### config.mk
export PLATFORM = sky130hd
export DESIGN_NAME = vpu_line_sched_flat
export DESIGN_NICKNAME = d
export VERILOG_FILES = /design/src/rtl/vpu_line_sched_if.sv /design/src/rtl/vpu_line_sched.sv /design/src/flat_wrapper.sv
export SDC_FILE = /design/constraint.sdc
export NUM_CORES = 1
export LEC_CHECK = 0
export ABC_AREA = 1
export CAP_MARGIN = 10
export CORE_AREA = 2 2 138 140
export DETAILED_ROUTE_END_ITERATION = 8
export DIE_AREA = 0 0 140 142
export SETUP_SLACK_MARGIN = 0.1
export SLEW_MARGIN = 15
export SYNTH_ARGS = -nofsm -noshare
export SYNTH_HDL_FRONTEND = slang
export SYNTH_SLANG_ARGS = --single-unit
### constraint.sdc
create_clock -name clk -period 2.49 [get_ports clk]
set_input_delay 0.3735 -clock clk [delete_from_list [all_inputs] [get_ports clk]]
set_output_delay 0.3735 -clock clk [all_outputs]
set_load 0.01 [all_outputs]
### src/rtl/vpu_line_sched_if.sv
// CPU-side and VPU-side register bus bundle for vpu_line_sched.
// slave is the scheduler's view; master is the view of the CPU/VPU pair around it.
interface vpu_line_sched_if;
  logic       cpu_cs;
  logic       cpu_rw;
  logic [4:0] cpu_ad;
  logic [7:0] cpu_di;
  logic [7:0] cpu_do;
  logic       cpu_wait;
  logic       vpu_cs;
  logic       vpu_rw;
  logic [3:0] vpu_ad;
  logic [7:0] vpu_do;
  logic [7:0] vpu_di;
  logic       vpu_hold;

  modport slave (
    input  cpu_cs, cpu_rw, cpu_ad, cpu_di, vpu_di, vpu_hold,
    output cpu_do, cpu_wait, vpu_cs, vpu_rw, vpu_ad, vpu_do
  );

  modport master (
    output cpu_cs, cpu_rw, cpu_ad, cpu_di, vpu_di, vpu_hold,
    input  cpu_do, cpu_wait, vpu_cs, vpu_rw, vpu_ad, vpu_do
  );
endinterface

### src/rtl/vpu_line_sched.sv
// Per-scanline VPU DMA scheduler: on each hsync it programs pointer, address, step and
// length into the VPU, waits out the DMA, advances the line address, and arbitrates CPU access.
module vpu_line_sched #(
  parameter int unsigned HOLD_TIMEOUT = 3
) (
  input  logic              clk,
  input  logic              rst,
  input  logic              hsync,
  input  logic              vbl,
  vpu_line_sched_if.slave   bus,
  output logic              busy
);

  localparam int unsigned CW   = (HOLD_TIMEOUT > 1) ? $clog2(HOLD_TIMEOUT) : 1;
  localparam int unsigned LAST = (HOLD_TIMEOUT > 0) ? HOLD_TIMEOUT - 1 : 0;

  typedef enum logic [3:0] {
    IDLE, W_PTRH, W_PTRL, W_ADRH, W_ADRL, W_STEP, W_LEN, WAIT_RISE, WAIT_FALL, ADV
  } state_t;

  state_t        state;
  logic          pending;
  logic          wr_act;
  logic [3:0]    wr_ad;
  logic [7:0]    wr_data;
  logic [CW-1:0] wait_cnt;

  logic [7:0]    baseh, basel, stride, len;
  logic          en;
  logic [15:0]   line_addr;
  logic          hs_q, vb_q;

  logic          hs_rise, vb_rise, loc_wr, pt_req, grant;
  logic [7:0]    loc_rd;

  assign hs_rise = hsync & ~hs_q;
  assign vb_rise = vbl & ~vb_q;
  assign loc_wr  = bus.cpu_cs & bus.cpu_ad[4] & ~bus.cpu_rw;
  assign pt_req  = bus.cpu_cs & ~bus.cpu_ad[4];
  assign grant   = (state == IDLE) & ~pending & ~bus.vpu_hold;
  assign busy    = (state != IDLE) | pending;

  // Local registers, sync-edge flops and the line address pointer
  always_ff @(posedge clk or posedge rst) begin
    if (rst) begin
      baseh     <= '0;
      basel     <= '0;
      stride    <= 8'h28;
      len       <= 8'h28;
      en        <= 1'b0;
      hs_q      <= 1'b0;
      vb_q      <= 1'b0;
      line_addr <= '0;
    end else begin
      hs_q <= hsync;
      vb_q <= vbl;
      if (loc_wr) begin
        case (bus.cpu_ad[2:0])
          3'd0:    baseh  <= bus.cpu_di;
          3'd1:    basel  <= bus.cpu_di;
          3'd2:    stride <= bus.cpu_di;
          3'd3:    len    <= bus.cpu_di;
          3'd4:    en     <= bus.cpu_di[0];
          default: ;
        endcase
      end
      // A frame reload takes priority over the per-line advance
      if (vb_rise)
        line_addr <= {baseh, basel};
      else if (state == ADV)
        line_addr <= line_addr + {8'h00, stride};
    end
  end

  // Sequencer; wr_act/wr_ad are registered alongside the state they belong to
  always_ff @(posedge clk or posedge rst) begin
    if (rst) begin
      state    <= IDLE;
      pending  <= 1'b0;
      wr_act   <= 1'b0;
      wr_ad    <= '0;
      wait_cnt <= '0;
    end else begin
      if (hs_rise && en && !vbl && state == IDLE && !pending)
        pending <= 1'b1;
      case (state)
        IDLE: begin
          if (pending) begin
            pending <= 1'b0;
            state   <= W_PTRH;
            wr_act  <= 1'b1;
            wr_ad   <= 4'h0;
          end
        end
        W_PTRH: begin
          state <= W_PTRL;
          wr_ad <= 4'h1;
        end
        W_PTRL: begin
          state <= W_ADRH;
          wr_ad <= 4'hC;
        end
        W_ADRH: begin
          state <= W_ADRL;
          wr_ad <= 4'hD;
        end
        W_ADRL: begin
          state <= W_STEP;
          wr_ad <= 4'hE;
        end
        W_STEP: begin
          state <= W_LEN;
          wr_ad <= 4'hF;
        end
        W_LEN: begin
          wr_act   <= 1'b0;
          wr_ad    <= '0;
          wait_cnt <= '0;
          state    <= (len != '0) ? WAIT_RISE : ADV;
        end
        WAIT_RISE: begin
          if (bus.vpu_hold)
            state <= WAIT_FALL;
          else if (wait_cnt == LAST[CW-1:0])
            state <= ADV;
          else
            wait_cnt <= wait_cnt + 1'b1;
        end
        WAIT_FALL: begin
          if (!bus.vpu_hold)
            state <= ADV;
        end
        ADV:     state <= IDLE;
        default: state <= IDLE;
      endcase
    end
  end

  // Data is picked from the live registers so late STRIDE/LEN writes are honoured
  always_comb begin
    wr_data = '0;
    case (wr_ad)
      4'hC:    wr_data = line_addr[15:8];
      4'hD:    wr_data = line_addr[7:0];
      4'hE:    wr_data = 8'h01;
      4'hF:    wr_data = len;
      default: wr_data = '0;
    endcase
  end

  always_comb begin
    loc_rd = '0;
    case (bus.cpu_ad[2:0])
      3'd0:    loc_rd = baseh;
      3'd1:    loc_rd = basel;
      3'd2:    loc_rd = stride;
      3'd3:    loc_rd = len;
      3'd4:    loc_rd = {busy, 6'b000000, en};
      default: loc_rd = '0;
    endcase
  end

  // VPU select follows only passthrough requests, so local-register accesses stay off the VPU bus
  always_comb begin
    bus.vpu_cs   = 1'b0;
    bus.vpu_rw   = 1'b1;
    bus.vpu_ad   = '0;
    bus.vpu_do   = '0;
    bus.cpu_wait = 1'b0;
    bus.cpu_do   = '0;
    if (!rst) begin
      if (wr_act) begin
        bus.vpu_cs = 1'b1;
        bus.vpu_rw = 1'b0;
        bus.vpu_ad = wr_ad;
        bus.vpu_do = wr_data;
      end else if (grant) begin
        bus.vpu_cs = pt_req;
        bus.vpu_rw = bus.cpu_rw;
        bus.vpu_ad = bus.cpu_ad[3:0];
        bus.vpu_do = bus.cpu_di;
      end
      bus.cpu_wait = pt_req & ~grant;
    end
    if (bus.cpu_ad[4])
      bus.cpu_do = loc_rd;
    else if (grant)
      bus.cpu_do = bus.vpu_di;
  end

endmodule

### src/flat_wrapper.sv
// flat-port wrapper written by rule: the top's interface ports become plain ports
module vpu_line_sched_flat 
#(
  parameter int unsigned HOLD_TIMEOUT = 3
)
  (clk, rst, hsync, vbl, busy, bus_cpu_cs, bus_cpu_rw, bus_cpu_ad, bus_cpu_di, bus_vpu_di, bus_vpu_hold, bus_cpu_do, bus_cpu_wait, bus_vpu_cs, bus_vpu_rw, bus_vpu_ad, bus_vpu_do);
  vpu_line_sched_if bus_i ();
  input  logic clk;
  input  logic rst;
  input  logic hsync;
  input  logic vbl;
  output logic busy;
  input wire logic [$bits(bus_i.cpu_cs)-1:0] bus_cpu_cs;
  input wire logic [$bits(bus_i.cpu_rw)-1:0] bus_cpu_rw;
  input wire logic [$bits(bus_i.cpu_ad)-1:0] bus_cpu_ad;
  input wire logic [$bits(bus_i.cpu_di)-1:0] bus_cpu_di;
  input wire logic [$bits(bus_i.vpu_di)-1:0] bus_vpu_di;
  input wire logic [$bits(bus_i.vpu_hold)-1:0] bus_vpu_hold;
  output wire logic [$bits(bus_i.cpu_do)-1:0] bus_cpu_do;
  output wire logic [$bits(bus_i.cpu_wait)-1:0] bus_cpu_wait;
  output wire logic [$bits(bus_i.vpu_cs)-1:0] bus_vpu_cs;
  output wire logic [$bits(bus_i.vpu_rw)-1:0] bus_vpu_rw;
  output wire logic [$bits(bus_i.vpu_ad)-1:0] bus_vpu_ad;
  output wire logic [$bits(bus_i.vpu_do)-1:0] bus_vpu_do;
  assign bus_i.cpu_cs = bus_cpu_cs;
  assign bus_i.cpu_rw = bus_cpu_rw;
  assign bus_i.cpu_ad = bus_cpu_ad;
  assign bus_i.cpu_di = bus_cpu_di;
  assign bus_i.vpu_di = bus_vpu_di;
  assign bus_i.vpu_hold = bus_vpu_hold;
  assign bus_cpu_do = bus_i.cpu_do;
  assign bus_cpu_wait = bus_i.cpu_wait;
  assign bus_vpu_cs = bus_i.vpu_cs;
  assign bus_vpu_rw = bus_i.vpu_rw;
  assign bus_vpu_ad = bus_i.vpu_ad;
  assign bus_vpu_do = bus_i.vpu_do;
  vpu_line_sched #(.HOLD_TIMEOUT(HOLD_TIMEOUT)) u_core (.clk(clk), .rst(rst), .hsync(hsync), .vbl(vbl), .bus(bus_i), .busy(busy));
endmodule
==> flow_metrics.env <==
export IMPL_post_route_util_pct=29.49
export IMPL_n_fill_cell=2016
export IMPL_die_h_um=142
export IMPL_end_kind="primary output"
export IMPL_slew_violations=0
export IMPL_cts_hold_fix_buffers=0
export IMPL_max_slew_margin_rel_pct=47.04
export IMPL_io_buffers=51
export IMPL_avgSynthCellArea_um2=7.179
export IMPL_post_route_period_util_pct=92.26
export IMPL_clock_sinks=62
export IMPL_start_kind="register"
export IMPL_report_power_total_w=0.004666
export IMPL_clk_pin_slew_worst_paths_ns=0.06
export IMPL_dr_pass1_iters=5
export IMPL_synthCells=576
export IMPL_grt_pass1_vias=3991
export IMPL_period_needed_ns=2.297
export IMPL_hold_viol_final=0
export IMPL_dpl_cell_area_mm2=0.005127
export IMPL_peakVddDrop_uv=555.4
export IMPL_async_reset_ff_share_pct=100.0
export IMPL_cp_endpoint="bus_vpu_do[0]"
export IMPL_syn_area_mm2=0.004135
export IMPL_yosys_cell_types_count=41
export IMPL_overflow=0
export IMPL_crit_type="register to primary output"
export IMPL_num_rows=50
export IMPL_seq_area_frac_synth_pct=37.64
export IMPL_hold_class="register to register"
export IMPL_seq_power_share_pct=33.2
export IMPL_whs_ns=0.4900
export IMPL_clk_root_buffer_cell="clkbuf_16"
export IMPL_drive_above_1_share_pct=19.41
export IMPL_core_mm2=0.01846
export IMPL_yosysWarnings=0
export IMPL_p_leak_nw=2.738
export IMPL_vias_per_cell=4.539
export IMPL_grt_max_degree=63
export IMPL_layout_commonest_cell="nand2_1"
export IMPL_status="complete, no violations"
export IMPL_whs_path_depth=2
export IMPL_comb_power_share_pct=41.2
export IMPL_fin_area_mm2=0.005443
export IMPL_drc=0
export IMPL_syn_nets=614
export IMPL_cp_required_ns=2.12
export IMPL_skew_ns=0.005155
export IMPL_grtUsageTotal_pct=13.32
export IMPL_grt_pass1_wl_um=20990
export IMPL_cts_buffers=9
export IMPL_routedWlPerCell_um=14.07
export IMPL_cp_max_fo=7
export IMPL_power_density_mw_per_mm2=857.3
export IMPL_synth_edff_count=0
export IMPL_reg2reg_from="u_core.stride[0]"
export IMPL_initial_core_util_pct=22.41
export IMPL_dp_hpwl_um=9996
export IMPL_final_nets=708
export IMPL_clk_latency_ns=0.34
export IMPL_switching_share_pct=40.41
export IMPL_r2r_end="u_core.line_addr[14]"
export IMPL_antenna_found_initial=0
export IMPL_finalSetupViolations=0
export IMPL_p_int_w=0.002781
export IMPL_dieArea_mm2=0.01988
export IMPL_syn_to_final_growth_pct=31.62
export IMPL_vias=4126
export IMPL_crit_arrival_ns=1.92
export IMPL_clkPwrFrac_pct=25.7
export IMPL_place_congestion=0.9195
export IMPL_boundaryPins=52
export IMPL_wirelength_um=12790
export IMPL_ant_nets=0
export IMPL_drt_iter0_drc=301
export IMPL_most_common_layout_cells="195 x nand2_1, 75 x inv_1, 58 x dfrtp_1, 39 x nand3_1, 38 x buf_4"
export IMPL_fp_dieW_um=140
export IMPL_worstMarginPinSlew_ns=0.7944
export IMPL_synthFlopType="dfrtp_1"
export IMPL_clockBufferDepth=2
export IMPL_n_antenna_cell=0
export IMPL_switchingPower_w=0.001886
export IMPL_synth_seq_cells=62
export IMPL_htree_levels=3
export IMPL_worst_r2r_path_depth=10
export IMPL_max_freq_mhz=435.3
export IMPL_crit_start="u_core.state[3]"
export IMPL_r2r_slack_ns=0.56
export IMPL_rsz0062_at_grt="true"
export IMPL_maxCapViolCount=0
export IMPL_tns_ns=0
export IMPL_cts_tree="yes"
[flip-flops by register name, indices dropped and copies added (netlist names)]
register          flops
u_core.en             1
u_core.len            8
u_core.line_addr     16
u_core.wait_cnt       2
u_core.state          4
u_core.vb_q           1
u_core.wr_act         1
u_core.hs_q           1
u_core.baseh          8
u_core.stride         8
u_core.wr_ad          3
u_core.pending        1
u_core.basel          8
[power groups by stage]
| stage | Sequential [W] | Clock, W | Combinational, W |
|---|---|---|---|
| floorplan | 0.00147 | 0 | 0.00113 |
| global placement | 0.00154 | 0 | 0.00180 |
| detailed placement | 0.00154 | 0 | 0.00181 |
| CTS | 0.00153 | 0.00122 | 0.00189 |
| global route | 0.00158 | 0.00127 | 0.00214 |
| finish | 0.00155 | 0.00120 | 0.00192 |
[repair_timing]
item	in CTS	in global routing
pin swaps	4	5
buffers inserted	8	0
endpoints found under the setup margin	23	21
gates resized for setup	39	29
[cells in the mapped netlist, types with 2 or more instances]
cell       count  area share (%)
o21ai_1        8            0.97
nand2_4        5             1.4
o21ai_2       24             5.1
o22ai_1        5            0.76
inv_1         79             7.2
o21bai_1       3            0.54
buf_6          5             1.4
or2_2          2            0.30
nand3b_1       3            0.54
nor2_4         3            0.82
nand2_2        6            0.91
nand4_1        5            0.76
a21oi_1       25             3.0
o211ai_1       8             1.5
buf_2          2            0.24
nand2_1      196              18
o2111ai_1      3            0.64
nand3_1       40             4.8
nor3_4         3             1.2
dfstp_2        4             2.5
inv_2          2            0.18
dfrtp_1       58              35
xor2_1         2            0.42
xnor2_1        2            0.42
ha_1           9             2.7
nor2_1        30             2.7
o21ai_0       23             2.8
clkbuf_1       2            0.18
nor3_1         7            0.85
[per-layer routing]
layer  global-route usage (%)  part of all wire (%)  up-vias
li1                         -                     -     2058
met1                    18.80                    48     1945
met2                    20.74                    45      110
met3                    3.230                   5.2       13
met4                    2.977                   1.3        0
met5                        0                     0        -
[kinds of logic (layout without fill, tap and decap cells)]
kind of cell             after synthesis  after routing  share of synthesized area (%)
buffers and inverters                 93            192                          9.561
AO/OA/AOI/OAI                        103            103                          15.98
flip-flops                            62             62                          37.64
AND/OR/NAND/NOR                      304            304                          32.77
adder cells (fa/ha/maj)               10             10                          3.207
XOR/XNOR                               4              4                         0.8474
[final cells by class]
type	count	area, um^2	share of cell area (%)
flip-flops and latches	62	1556	28.60
clock buffers	10	239.0	4.391
inverters	83	320.3	5.885
multi-input cells	421	2212	40.64
clock inverters	6	46.29	0.8506
repair buffers	93	775.7	14.25
well taps	234	292.8	5.379
[worst min-delay path by stage]
stage                  start            end  slack (ns)
2_1_floorplan          hsync    u_core.hs_q        0.40
3_3_place_gp   u_core.len[7]  u_core.len[7]        0.47
3_5_place_dp   u_core.len[7]  u_core.len[7]        0.48
4_1_cts        u_core.len[7]  u_core.len[7]        0.49
5_1_grt                hsync    u_core.hs_q        0.51
6_report       u_core.len[7]  u_core.len[7]        0.49
[critical path: stages (launching register included)]
cell           delay [ns]
dfrtp_1              0.40
nor2_4               0.15
nand3_4              0.09
nor2_4               0.12
nand2_4              0.08
buf_6                0.13
inv_2                0.10
a21oi_1              0.09
nor3_1               0.13
dlygate4sd2_1        0.30
[through the flow]
step | setup WS (ns) | cells
finish | 0.1928 | 909
global route | 0.08822 | 909
CTS | 0.004736 | 909
detailed placement | -0.2532 | 885
global placement | -0.2342 | 885
floorplan | 0.1245 | 576
(Power assumes the default switching activity.)
